[src/rtl/ssd_digit_editor.sv]
// ssd_digit_editor: debounced button editor for a multi-digit segment display word.
// Optional blink of the last-edited digit is enabled by defining SSD_BLINK_EN.
module ssd_digit_editor #(
    parameter int NUM_DIGITS = 4,
    parameter int SEG_W = 8,
    parameter int DEB_W = 25,
    parameter int BLINK_W = 24
) (
    input  logic                        clk,
    input  logic                        rst,
    input  logic [SEG_W-1:0]            dips,
    input  logic [NUM_DIGITS-1:0]       btn_load,
    input  logic                        btn_shift,
    input  logic                        btn_clear,
    output logic [NUM_DIGITS*SEG_W-1:0] value,
    output logic                        value_upd,
    output logic [NUM_DIGITS-1:0]       blank_mask
);
    localparam int NB = NUM_DIGITS + 2;
    localparam int VW = NUM_DIGITS * SEG_W;

    if (NUM_DIGITS < 1 || NUM_DIGITS > 8 || SEG_W < 1 || DEB_W < 1 || BLINK_W < 1)
        $error("ssd_digit_editor: parameter out of range");

    logic [NB-1:0]    syncA, syncB, accState, relPulse;
    logic [DEB_W-1:0] lockCnt [NB];
    logic [NUM_DIGITS-1:0] relLoad;
    logic             relShift, relClear;
    logic [VW-1:0]    nextValue;

    // Button bit order is {clear, shift, load[NUM_DIGITS-1:0]} throughout.
    always_ff @(posedge clk or posedge rst) begin
        if (rst) begin
            syncA <= '0;
            syncB <= '0;
        end else begin
            syncA <= {btn_clear, btn_shift, btn_load};
            syncB <= syncA;
        end
    end

    // Debouncers: accept a change only when idle, then lock out for a full counter wrap.
    always_ff @(posedge clk or posedge rst) begin
        if (rst) begin
            accState <= '0;
            for (int i = 0; i < NB; i++) lockCnt[i] <= '0;
        end else begin
            for (int i = 0; i < NB; i++) begin
                if (lockCnt[i] != '0) begin
                    lockCnt[i] <= lockCnt[i] + 1'b1;
                end else if (syncB[i] != accState[i]) begin
                    accState[i] <= syncB[i];
                    lockCnt[i] <= DEB_W'(1);
                end
            end
        end
    end

    // A commit is the cycle in which a debouncer accepts a release.
    always_comb begin
        relPulse = '0;
        for (int i = 0; i < NB; i++) relPulse[i] = accState[i] && !syncB[i] && lockCnt[i] == '0;
    end

    assign relLoad  = relPulse[NUM_DIGITS-1:0];
    assign relShift = relPulse[NUM_DIGITS];
    assign relClear = relPulse[NUM_DIGITS+1];

    // Later assignments override earlier ones, giving clear > shift > loads.
    always_comb begin
        nextValue = value;
        for (int k = 0; k < NUM_DIGITS; k++)
            if (relLoad[k]) nextValue[k*SEG_W +: SEG_W] = dips;
        if (relShift) nextValue = (value << SEG_W) | VW'(dips);
        if (relClear) nextValue = '0;
    end

    // Display word register; the update pulse marks every commit, even a no-op write.
    always_ff @(posedge clk or posedge rst) begin
        if (rst) begin
            value     <= '0;
            value_upd <= 1'b0;
        end else begin
            value     <= nextValue;
            value_upd <= |relPulse;
        end
    end

`ifdef SSD_BLINK_EN
    logic [NUM_DIGITS-1:0] editMask, topLoad;
    logic [BLINK_W-1:0]    blinkCnt;
    logic                  blinkPhase;

    // One-hot of the highest-index digit loaded this cycle.
    always_comb begin
        topLoad = '0;
        for (int k = 0; k < NUM_DIGITS; k++)
            if (relLoad[k]) topLoad = NUM_DIGITS'(1) << k;
    end

    // Track the last-edited digit and run the free blink phase.
    always_ff @(posedge clk or posedge rst) begin
        if (rst) begin
            editMask   <= '0;
            blinkCnt   <= '0;
            blinkPhase <= 1'b0;
        end else begin
            blinkCnt   <= blinkCnt + 1'b1;
            blinkPhase <= (&blinkCnt) ? ~blinkPhase : blinkPhase;
            editMask   <= relClear ? '0 : relShift ? NUM_DIGITS'(1) : (|relLoad) ? topLoad : editMask;
        end
    end

    assign blank_mask = blinkPhase ? editMask : '0;
`else
    assign blank_mask = '0;
`endif
endmodule

[config.mk]
export PLATFORM = sky130hd
export DESIGN_NAME = ssd_digit_editor
export DESIGN_NICKNAME = d
export VERILOG_FILES = /design/src/rtl/ssd_digit_editor.sv
export SDC_FILE = /design/constraint.sdc
export NUM_CORES = 1
export LEC_CHECK = 0
export BUFFER_PORTS_ARGS = -buffer_cell sky130_fd_sc_hd__buf_2
export CAP_MARGIN = 5
export CORE_ASPECT_RATIO = 1.2
export CORE_UTILIZATION = 43
export DETAILED_ROUTE_END_ITERATION = 12
export GPL_ROUTABILITY_DRIVEN = 0
export HOLD_SLACK_MARGIN = 0.06
export MAX_ROUTING_LAYER = met4
export PLACE_DENSITY = 0.64
export SYNTH_ARGS = -nofsm -noshare
export SYNTH_HDL_FRONTEND = slang
export SYNTH_SLANG_ARGS = --single-unit
[constraint.sdc]
create_clock -name clk -period 12.6 [get_ports clk]
set_input_delay 0 -clock clk [delete_from_list [all_inputs] [get_ports clk]]
set_output_delay 0 -clock clk [all_outputs]
set_load 0.02 [all_outputs]
==> Word-level counts from Yosys, hierarchy flattened <==
Index checks and enable logic that the tools add are counted.
{ "totals": {"regBits": 201, "output_inout_bits": 37} }
{ "classes": {"add_sub_neg": 6, "eq_ne": 6, "n_mux": 18, "bitwise_logic": 7, "n_reduce_logical": 47} }
{ "ops": {"columns": ["cell", "count"], "rows": [
  ["2-to-1 mux 25 bit", 12],
  ["adder 25 x 1 -> 25 bit (second input constant)", 6],
  ["logical NOT 25 bit", 6],
  ["nonzero test 25 bit", 6],
  ["2-to-1 mux 32 bit", 2],
  ["2-to-1 mux 8 bit", 4],
  ["bitwise OR 32 x 8 -> 32 bit", 1],
  ["logical AND 1 bit", 12],
  ["AND reduction 2 bit", 6],
  ["nonzero test 2 bit", 6],
  ["nonzero test 3 bit", 4],
  ["logical NOT 1 bit", 6],
  ["!= test 1 bit", 6],
  ["inverter 1 bit", 6],
  ["OR reduction 6 bit", 1]
]} }

==> Longest topological paths before layout <==
Gate-level depths: netlist (run 1).
{ "logic_depth": {"depth_word": 6, "ltp_mapped": 9, "depth_no_buf": 7} }

==> Least setup slack after synthesis (run 1) <==
OpenSTA, ideal clock, no wires.
{ "synth_timing": {"kind": "reg2reg", "startpoint": "register lockCnt[75] in the netlist's numbering", "endpoint": "register value_upd", "arrival_time_ns": 1.677, "t_required_ns": 12.461, "setup_slack_ns": 10.785, "stages_incl_launch_ff": 9, "n_path_buf": 1, "synth_period_minus_slack_ns": 1.815, "cell_sequence": "dfrtp_1 > inv_1 > ha_1 > nor4b_1 > and4_1 > nand3_1 > buf_4 > nand2_1 > or4b_1"} }
{ "synth_via": {"elab_chain_cells": 3} }
{ "synth_rtl": {"columns": ["item", "line_no", "text"], "rows": [
  ["start: declaration", "26", "logic [DEB_W-1:0] lockCnt [NB];"],
  ["start signal: indexed assignment", "50", "lockCnt[i] <= lockCnt[i] + 1'b1;"],
  ["logical NOT 25 bit", "62", "for (int i = 0; i < NB; i++) relPulse[i] = accState[i] && !syncB[i] && lockCnt[i] == '0;"],
  ["logical AND 1 bit", "62", null],
  ["OR reduction 6 bit", "85", "value_upd <= |relPulse;"],
  ["end signal: assignment", "85", null],
  ["end: declaration", "16", "output logic value_upd,"]
]} }
Every way passes these cells.
A chain may end at the register's enable or synchronous reset.

==> Worst setup path in the final report (run 1) <==
{ "layout_timing": {"startpoint": "register lockCnt[125] in the netlist's numbering", "endpoint": "register value[4]"} }
{ "layout_via": {"elab_chain_cells": 3} }
{ "layout_rtl": {"columns": ["item", "line_no", "text"], "rows": [
  ["logical NOT 25 bit", "62", null],
  ["logical AND 1 bit", "62", null],
  ["nonzero test 3 bit (no source line)", null, null],
  ["end signal: assignment", "84", "value <= nextValue;"],
  ["end: declaration", "15", "output logic [NUM_DIGITS*SEG_W-1:0] value,"]
]} }
Every way passes these cells.

==> impl_summary.txt, run 1 <==
----------------------------------------------------
[Timing]
  Highest attainable clock frequency ... 389 MHz
  Count of endpoints failing setup in the final report ... 0
  Final worst path period share ... 0.204
  Unrepaired setup endpoints after global routing ... false
  Worst path setup slack after routing ... 10030 ps
  Post-route minimum period ... 2570 ps
  Worst-margin pin slew ... 1220 ps
  Setup TNS ... 0 ps
  Final Hold Fails ... 0
  Worst relative slew slack ... 0.190
  Number of pins exceeding their max-slew limit in the final report ... 0
  Setup skew after layout ... 12.7 ps

[Clock network]
  Num CTS Buffers ... 22
  Clock Sinks ... 201
  Total of hold buffers inserted after clock tree synthesis ... 15
  Post-CTS Repair Setup Buffers ... 0
  Clock edge transition at the registers on the reported setup and hold paths ... 60 ps
  Clock latency of the later-clocked register in the worst-skew pair ... 500 ps
  Maximum clock insertion buffer count ... 3
  CTS Root Buffer Type ... clkbuf_16
  Post-cts sizing count ... 0
  H-tree depth reported by CTS ... 1
  CTS tree ... yes

[GRT]
  Vias in the first global route ... 6286
  Maximum number of pins on one net before global-route repair ... 126
  Gr usage total ... 0.178
  Overflow left after global routing ... 0
  Global-route wire length before repair ... 30700 um
  Number of antenna violations at the first check in global routing ... 0

[Yosys]
  Fraction of post-synthesis cell area in the top cell type by area ... 0.543
  Leading area contributor after synthesis ... dfrtp_1
  Synth warnings ... 0
  Synth Register Bits ... 201
  Share of flip-flops with an asynchronous set or reset after synthesis ... 1.00
  Sequential share of the synthesized area ... 0.543
  Top cells by area in the synthesized netlist ... dfrtp_1, xnor2_1, mux2i_1
  Number of instances in the synthesized netlist ... 813
  Post-synthesis area per instance ... 11.4 um2
  Count of different cell masters after synthesis ... 40
  Number of flops mapped to enable cells by yosys ... 0
  Top FF cell, synth ... dfrtp_1
  Post-synth design cell area ... 9260 um2

[Layout]
  Number of fill cells ... 1914
  Area of the multi-input gates ... 4000 um2
  Final core utilization ... 0.503
  Area growth syn-to-layout ... 14.3%
  Layout cells sized above 1 ... 0.141
  Post-layout nets ... 921
  Combined flip-flop and latch cell area ... 5030 um2
  Antenna diode count ... 0

[Setup path]
  Category of the critical setup timing path ... flop to flop
  Critical path's slowest cell ... o22ai_1
  Required time at the worst-slack endpoint ... 12980 ps
  Cell-by-cell trace of the critical path ... inv_1 -> ha_1 -> nor4b_1 -> nand4_1 -> o22ai_1 -> mux2i_1 -> nor2_1
  Launching element type of the critical path ... flop
  Crit path largest cell delay ... 990 ps
  Critical path endpoint category ... flop
  Arrival time reported for the critical path endpoint ... 2950 ps
  CP Max Fanout ... 9

[Floorplanning]
  Die W ... 136 um
  Cell Rows ... 58
  Die Footprint ... 22100 um2
  Core region area ... 21000 um2
  Initial Util ... 0.440
  I/O pins ... 53
  Die Y ... 163 um

[Drt]
  Via count ... 6117
  Antenna viol nets, final ... 0
  Vias per inst ... 5.22
  Drt first-iter violations ... 265
  Residual DRC ... 0
  Wire length per cell after detailed routing ... 15.4 um
  First drt pass iteration count ... 4
  Total routed wirelength ... 18100 um

[Placement]
  HPWL Detailed ... 12300 um
  Port Buf Inserts ... 48
  Worst setup slack after placement ... 10060 ps

[Pwr]
  Power per Cell Area ... 189 nW/um2
  Worst-case vdd ir drop ... 0.000131 V
  Leak pwr ... 4.98 nW

[Job]
  Number of max-cap violations ... 0

[Hold path]
  Classification of the worst-slack hold path ... input pin to flop

[Run status]
  Result of the run ... finished clean

----------------------------------------------------
==> registers in the layout (all words and copies together), names as in the netlist <==
register and cells:
syncB 6, lockCnt 150, accState 6, syncA 6
value_upd 1, value 32
==> worst max-delay path, delay by kind of cell, from the launching register on <==
kind	cells	cell delay [ps]
compound gates	1	990
fa+ha+maj	1	140
buf+inv	1	90
flops	1	400
mux	1	290
simple gates	3	530
==> worst paths after layout <==
check / start / to / slack (ps) / cells after the start
max: lockCnt[125]$_DFFE_PP0P_ / value[4]$_DFFE_PP0P_ / 10030 / 7
min: btn_load[2] / syncA[2]$_DFF_PP0_ / 140 / 2
max reg2reg: lockCnt[125]$_DFFE_PP0P_ / value[4]$_DFFE_PP0P_ / 10030 / 7
min reg2reg: syncA[5]$_DFF_PP0_ / syncB[5]$_DFF_PP0_ / 340 / 0
max in group asynchronous: rst / lockCnt[46]$_DFFE_PP0P_ / 10820 / 4
min in group asynchronous: rst / value[26]$_DFFE_PP0P_ / 210 / 3
==> layout by cell type, fill, tap and decap left out, types with 6 or more instances in the layout <==
| cell type | synthesis | routed |
|---|---|---|
| dlygate4sd3_1 | 0 | 15 |
| nor2_1 | 47 | 47 |
| nand2_1 | 67 | 67 |
| nor4_1 | 22 | 22 |
| a21oi_1 | 18 | 18 |
| buf_2 | 6 | 48 |
| and4_1 | 20 | 20 |
| ha_1 | 18 | 18 |
| xor2_1 | 31 | 31 |
| clkbuf_1 | 0 | 6 |
| nand4_1 | 31 | 31 |
| nor3_1 | 11 | 11 |
| and3_1 | 13 | 13 |
| clkbuf_16 | 0 | 23 |
| o21ai_0 | 12 | 12 |
| clkbuf_8 | 0 | 6 |
| inv_1 | 27 | 26 |
| and2_1 | 6 | 6 |
| a211oi_1 | 6 | 6 |
| mux2_2 | 8 | 8 |
| o21bai_2 | 13 | 13 |
| nand3_1 | 63 | 63 |
| dfrtp_1 | 201 | 201 |
| xnor2_1 | 103 | 103 |
| mux2i_1 | 34 | 34 |
| or4_1 | 6 | 6 |
==> where the power goes <==
part           total [W]  switching, W  internal (W)
clock           0.000617      0.000250      0.000368
combinational   0.000453      0.000254      0.000200
sequential      0.000929      0.000148      0.000781
==> logic make-up (layout without fill, tap and decap cells) <==
| logic type | after synthesis | count (layout) | share of synthesized area |
|---|---|---|---|
| flip-flops | 201 | 201 | 0.543 |
| AO/OA/AOI/OAI | 58 | 58 | 0.0468 |
| multiplexers | 42 | 42 | 0.0465 |
| XOR/XNOR | 134 | 134 | 0.127 |
| AND/OR/NAND/NOR | 313 | 313 | 0.185 |
| other | 1 | 4 | 0.000405 |
| adder cells (fa/ha/maj) | 18 | 18 | 0.0243 |
| buffers and inverters | 46 | 131 | 0.0272 |
==> stage by stage <==
| step | instances | hold WS [ps] | area (um2) | total power, W |
|---|---|---|---|---|
| global placement | 1118 | 109 | 9730 | 0.00138 |
| floorplan | 816 | 31.4 | 9270 | 0.00124 |
| CTS | 1171 | 129 | 10600 | 0.00203 |
| global route | 1171 | 136 | 10600 | 0.00213 |
| finish | 1171 | 144 | 10600 | 0.00200 |
| detailed placement | 1118 | 109 | 9730 | 0.00140 |
==> cell type report <==
class | instances | area share
sequential | 201 | 0.475
timing repair buffer | 66 | 0.0390
tap | 270 | 0.0319
clock inverter | 3 | 0.00142
multi-input combinational | 569 | 0.378
inverter | 27 | 0.0103
clock buffer | 35 | 0.0643
==> per-layer routing <==
| metal | track usage | up-vias | routed length [um] |
|---|---|---|---|
| li1 | - | 2986 | - |
| met1 | 0.230 | 3005 | 8470 |
| met2 | 0.281 | 92 | 8210 |
| met3 | 0.0367 | 34 | 897 |
| met4 | 0.0545 | 0 | 477 |
| met5 | - | - | 0 |
==> Yosys cell counts, drive strengths merged (15+ instances only) <==
cell   number
dfrtp     201
xor2       31
nand2      68
nand4      32
and4       20
nor2       53
inv        27
nand3      63
xnor2     103
ha         18
a21oi      18
buf        19
nor3       15
mux2i      34
nor4       25
Note: power is estimated with default switching activity, not from simulation.
==> inputs of run 2 (changes only) <==
==> constraint.sdc (replaced) <==
create_clock -name clk -period 2.7 [get_ports clk]
set_input_delay 0 -clock clk [delete_from_list [all_inputs] [get_ports clk]]
set_output_delay 0 -clock clk [all_outputs]
set_load 0.02 [all_outputs]
==> impl_summary.txt, run 2 (synthesized netlist as in run 1, its figures left out) <==
----------------------------------------------------
[Run status]
  Result of the run ... finished clean

[Timing]
  Number of pins exceeding their max-slew limit in the final report ... 0
  Setup skew after layout ... 19.2 ps
  Post-route minimum period ... 2210 ps
  Final Hold Fails ... 0
  Unrepaired setup endpoints after global routing ... false
  Highest attainable clock frequency ... 452 MHz
  Worst relative slew slack ... 0.515
  Worst-margin pin slew ... 727 ps
  Final worst path period share ... 0.819
  Setup TNS ... 0 ps
  Min Hold Slack ... 144 ps
  Count of endpoints failing setup in the final report ... 0

[Layout]
  Final core utilization ... 0.505
  Antenna diode count ... 0
  Largest registers ranked by flip-flop count ... lockCnt x150, value x32
  Most common cell after layout, fill and taps aside ... dfrtp_1
  Layout cells sized above 1 ... 0.147
  Max FFs per register ... 150
  Area growth syn-to-layout ... 14.8%
  Combined flip-flop and latch cell area ... 5030 um2
  Number of fill cells ... 1921
  Commonest cells after routing, fill and taps aside ... dfrtp_1, xnor2_1, nand2_1
  Top reg by flops ... lockCnt
  Final std cells w/o fill ... 1180
  Area of the multi-input gates ... 4000 um2
  Post-layout nets ... 928

[Floorplanning]
  Cell Rows ... 58
  Initial Util ... 0.440
  Core region area ... 21000 um2
  Die Footprint ... 22100 um2
  Die W ... 136 um
  I/O pins ... 53
  Die Y ... 163 um

[Hold path]
  WHS Endpoint ... syncA[0]$_DFF_PP0_
  Classification of the worst-slack hold path ... input pin to flop
  Number of cells on the worst hold path ... 2
  Worst hold path startpoint ... btn_load[0]

[Setup path]
  Register-to-register setup slack ... 490 ps
  Arrival time reported for the critical path endpoint ... 2580 ps
  Required time at the worst-slack endpoint ... 3070 ps
  CP Max Fanout ... 9
  Worst reg-to-reg path cell count ... 7
  Endpoint of the worst register-to-register path ... value_upd$_DFF_PP0_
  Category of the critical setup timing path ... flop to flop
  Critical path endpoint category ... flop
  Launching element type of the critical path ... flop
  Startpoint of the worst register-to-register path ... lockCnt[75]$_DFFE_PP0P_

[GRT]
  Gr usage total ... 0.178
  Maximum number of pins on one net before global-route repair ... 57
  Vias in the first global route ... 6244
  Overflow left after global routing ... 0
  Global-route wire length before repair ... 31100 um
  Number of antenna violations at the first check in global routing ... 0

[Clock network]
  CTS Root Buffer Type ... clkbuf_16
  Num CTS Buffers ... 22
  Clock latency of the later-clocked register in the worst-skew pair ... 500 ps
  Clock edge transition at the registers on the reported setup and hold paths ... 60 ps
  CTS tree ... yes
  Post-CTS Repair Setup Buffers ... 0
  Maximum clock insertion buffer count ... 3
  Clock Sinks ... 201
  H-tree depth reported by CTS ... 1

[Job]
  Number of max-cap violations ... 0

[Drt]
  Wire length per cell after detailed routing ... 15.2 um
  Total routed wirelength ... 17900 um
  First drt pass iteration count ... 4
  Vias per inst ... 5.17
  Via count ... 6096
  Residual DRC ... 0
  Drt first-iter violations ... 266
  Antenna viol nets, final ... 0

[Pwr]
  Net Sw Power ... 0.00304 W
  Leak pwr ... 5.01 nW
  Cell-internal power ... 0.00627 W
  Share of power burned in combinational logic ... 0.228
  Part of the total power dissipated in sequential elements ... 0.466
  Worst-case vdd ir drop ... 0.000658 V
  Switch share ... 0.327
  Clock share of power ... 0.306
  Power per Cell Area ... 876 nW/um2

[Placement]
  HPWL Detailed ... 12400 um
  Placed insts ... 1124
  Port Buf Inserts ... 48

----------------------------------------------------
==> run 2: cell count changes in the layout (fill, tap and decap cells not counted) <==
cell / before / now
clkbuf_8: 6 / 3
bufinv_16: 0 / 1
clkbuf_1: 6 / 7
clkinvlp_4: 0 / 1
clkbuf_16: 23 / 22
clkinv_2: 3 / 6
dlygate4sd3_1: 15 / 16
inv_8: 1 / 0
clkinv_8: 0 / 1
buf_4: 3 / 9
==> run 2: power groups by stage <==
stage               clock (W)  combinational (W)  sequential [W]
floorplan                   0            0.00128         0.00449
global route          0.00306            0.00241         0.00445
CTS                   0.00294            0.00217         0.00434
global placement            0            0.00208         0.00437
detailed placement          0            0.00215         0.00437
finish                0.00285            0.00212         0.00434
==> run 2: layout make-up <==
class | instances | area share
flip-flops and latches | 201 | 0.473
multi-input cells | 569 | 0.376
clock buffers | 32 | 0.0581
repair buffers | 73 | 0.0440
well taps | 270 | 0.0318
inverters | 27 | 0.00989
clock inverters | 8 | 0.00718
==> run 2: worst max-delay path, cell delays in order, from the launching register on <==
cell	delay, ps
dfrtp_1	420
inv_1	60
ha_1	180
nor4b_1	130
and4_1	200
nand3_1	500
nand2_1	90
or4b_1	490
==> run 2: repair_timing <==
| item | 4_1_cts | 5_1_grt |
|---|---|---|
| hold buffers | 16 | 0 |
| endpoints found under the hold margin | 239 | 0 |
| gates resized for setup | 0 | 0 |
| setup endpoints to repair | 0 | 0 |
==> run 2: how the worst max path moves through the flow <==
stage	start	end	cells after the start
floorplan	rst	accState[0]$_DFFE_PP0P_	1
global placement	lockCnt[75]$_DFFE_PP0P_	value_upd$_DFF_PP0_	7
detailed placement	lockCnt[75]$_DFFE_PP0P_	value_upd$_DFF_PP0_	7
CTS	lockCnt[50]$_DFFE_PP0P_	value[28]$_DFFE_PP0P_	7
global route	lockCnt[50]$_DFFE_PP0P_	value[27]$_DFFE_PP0P_	7
finish	lockCnt[75]$_DFFE_PP0P_	value_upd$_DFF_PP0_	7
==> run 2: layer usage <==
layer	part of all wire	track usage
met3	0.047	0.0349
met2	0.47	0.285
met1	0.47	0.235
met4	0.013	0.0399
met5	0	-
==> run 2: through the flow <==
stage                     instance area (um2)  setup slack, ps  total power, W
final                                   10600              490         0.00931
after global routing                    10600              236         0.00992
after CTS                               10600              465         0.00945
after detailed placement                 9780              472         0.00653
after global placement                   9780              516         0.00645
after floorplan                          9270             97.7         0.00577
==> inputs of run 3 (changes only) <==
==> constraint.sdc (replaced) <==
create_clock -name clk -period 2.22 [get_ports clk]
set_input_delay 0 -clock clk [delete_from_list [all_inputs] [get_ports clk]]
set_output_delay 0 -clock clk [all_outputs]
set_load 0.02 [all_outputs]
==> impl_summary.txt, run 3 (synthesized netlist as in run 1, its figures left out) <==
----------------------------------------------------
[Pwr]
  Clock share of power ... 0.307
  Leak pwr ... 5.06 nW
  Part of the total power dissipated in sequential elements ... 0.463
  Cell-internal power ... 0.00768 W
  Total power of the final layout ... 0.0114 W
  Power per Cell Area ... 1060 nW/um2
  Switch share ... 0.324
  Worst-case vdd ir drop ... 0.000570 V
  Share of power burned in combinational logic ... 0.230
  Net Sw Power ... 0.00367 W

[Drt]
  Vias per inst ... 5.18
  Residual DRC ... 0
  First drt pass iteration count ... 4
  Wire length per cell after detailed routing ... 15.1 um
  Drt first-iter violations ... 289
  Total routed wirelength ... 17800 um
  Antenna viol nets, final ... 0
  Via count ... 6133

[Clock network]
  Maximum clock insertion buffer count ... 3
  Clock edge transition at the registers on the reported setup and hold paths ... 60 ps
  Clock latency of the later-clocked register in the worst-skew pair ... 500 ps
  Num CTS Buffers ... 22
  CTS Root Buffer Type ... clkbuf_16
  CTS tree ... yes
  Clock Sinks ... 201
  H-tree depth reported by CTS ... 1
  Post-cts sizing count ... 0

[Floorplanning]
  Initial Util ... 0.440
  Die W ... 136 um
  Core region area ... 21000 um2
  Die Footprint ... 22100 um2
  I/O pins ... 53
  Die Y ... 163 um
  Cell Rows ... 58

[Setup path]
  Category of the critical setup timing path ... flop to flop
  CP Max Fanout ... 24
  Required time at the worst-slack endpoint ... 2620 ps
  Critical path endpoint category ... flop
  Arrival time reported for the critical path endpoint ... 2450 ps
  Launching element type of the critical path ... flop

[GRT]
  Overflow left after global routing ... 0
  Gr usage total ... 0.175
  Number of antenna violations at the first check in global routing ... 0
  Maximum number of pins on one net before global-route repair ... 56
  Vias in the first global route ... 6018
  Global-route wire length before repair ... 30200 um

[Timing]
  Worst-margin pin slew ... 608 ps
  Number of pins exceeding their max-slew limit in the final report ... 0
  Post-route minimum period ... 2050 ps
  Highest attainable clock frequency ... 488 MHz
  Unrepaired setup endpoints after global routing ... false
  Count of endpoints failing setup in the final report ... 0
  Worst relative slew slack ... 0.594
  Setup skew after layout ... 12.0 ps
  Final Hold Fails ... 0
  Final worst path period share ... 0.924
  Min Hold Slack ... 133 ps
  Worst path setup slack after routing ... 169 ps

[Layout]
  Antenna diode count ... 0
  Most common cell after layout, fill and taps aside ... dfrtp_1
  Commonest cells after routing, fill and taps aside ... dfrtp_1, xnor2_1, nand2_1
  Layout cells sized above 1 ... 0.154
  Top reg by flops ... lockCnt
  Post-layout nets ... 935
  Area growth syn-to-layout ... 16.0%
  Final core utilization ... 0.511
  Max FFs per register ... 150
  Largest registers ranked by flip-flop count ... lockCnt x150, value x32

[Placement]
  Port Buf Inserts ... 48
  HPWL Detailed ... 12200 um
  Worst setup slack after placement ... 154 ps

[Hold path]
  Classification of the worst-slack hold path ... input pin to async pin

[Job]
  Number of max-cap violations ... 0

[Run status]
  Result of the run ... finished clean

----------------------------------------------------
run 3: per-layer routing:
metal	global-route usage	share of wire	routed length (um)
met5	-	0	0
met4	0.0505	0.020	362
met3	0.0411	0.054	961
met2	0.268	0.46	8200
met1	0.230	0.47	8330
run 3: final timing paths:
check / startpoint / to / slack, ps / depth (start not counted)
max: lockCnt[25]$_DFFE_PP0P_ / value[20]$_DFFE_PP0P_ / 170 / 7
min: rst / lockCnt[91]$_DFFE_PP0P_ / 130 / 3
max reg2reg: lockCnt[25]$_DFFE_PP0P_ / value[20]$_DFFE_PP0P_ / 170 / 7
min reg2reg: syncA[3]$_DFF_PP0_ / syncB[3]$_DFF_PP0_ / 350 / 0
max in group asynchronous: rst / lockCnt[146]$_DFFE_PP0P_ / 1410 / 4
min in group clk: btn_clear / syncA[5]$_DFF_PP0_ / 140 / 2
run 3: stage by stage:
step | std cells | area [um2] | setup TNS [ps]
6_report | 1185 | 10700 | 0
2_1_floorplan | 816 | 9270 | -76850
5_1_grt | 1185 | 10700 | 0
4_1_cts | 1182 | 10700 | 0
3_5_place_dp | 1129 | 9880 | 0
3_3_place_gp | 1129 | 9880 | 0
run 3: final cells by class:
class                           instances  area (um2)
Fill cell                            1888       10300
Inverter                               27         105
Tap cell                              270         338
Clock inverter                          3        15.0
Timing Repair Buffer                   80         581
Clock buffer                           35         681
Sequential cell                       201        5030
Multi-Input combinational cell        569        4000
run 3: what timing repair did:
item,in CTS,in global routing
setup endpoints to repair,0,10
hold endpoints to repair,239,0
hold buffers,15,0
setup buffers,0,3
run 3: worst max-delay path: stages, from the launching register on:
cell and delay (ps):
dfrtp_1 400, inv_1 90, ha_1 150, nor4b_2 210
nand4_2 230, nor2_4 200, nand2_2 360, a211oi_1 310
run 3: power groups by stage:
stage          logic [W]  clock network [W]  registers (W)
2_1_floorplan    0.00156                  0        0.00547
3_3_place_gp     0.00255                  0        0.00531
3_5_place_dp     0.00262                  0        0.00532
4_1_cts          0.00265            0.00360        0.00527
5_1_grt          0.00293            0.00373        0.00539
6_report         0.00261            0.00349        0.00526
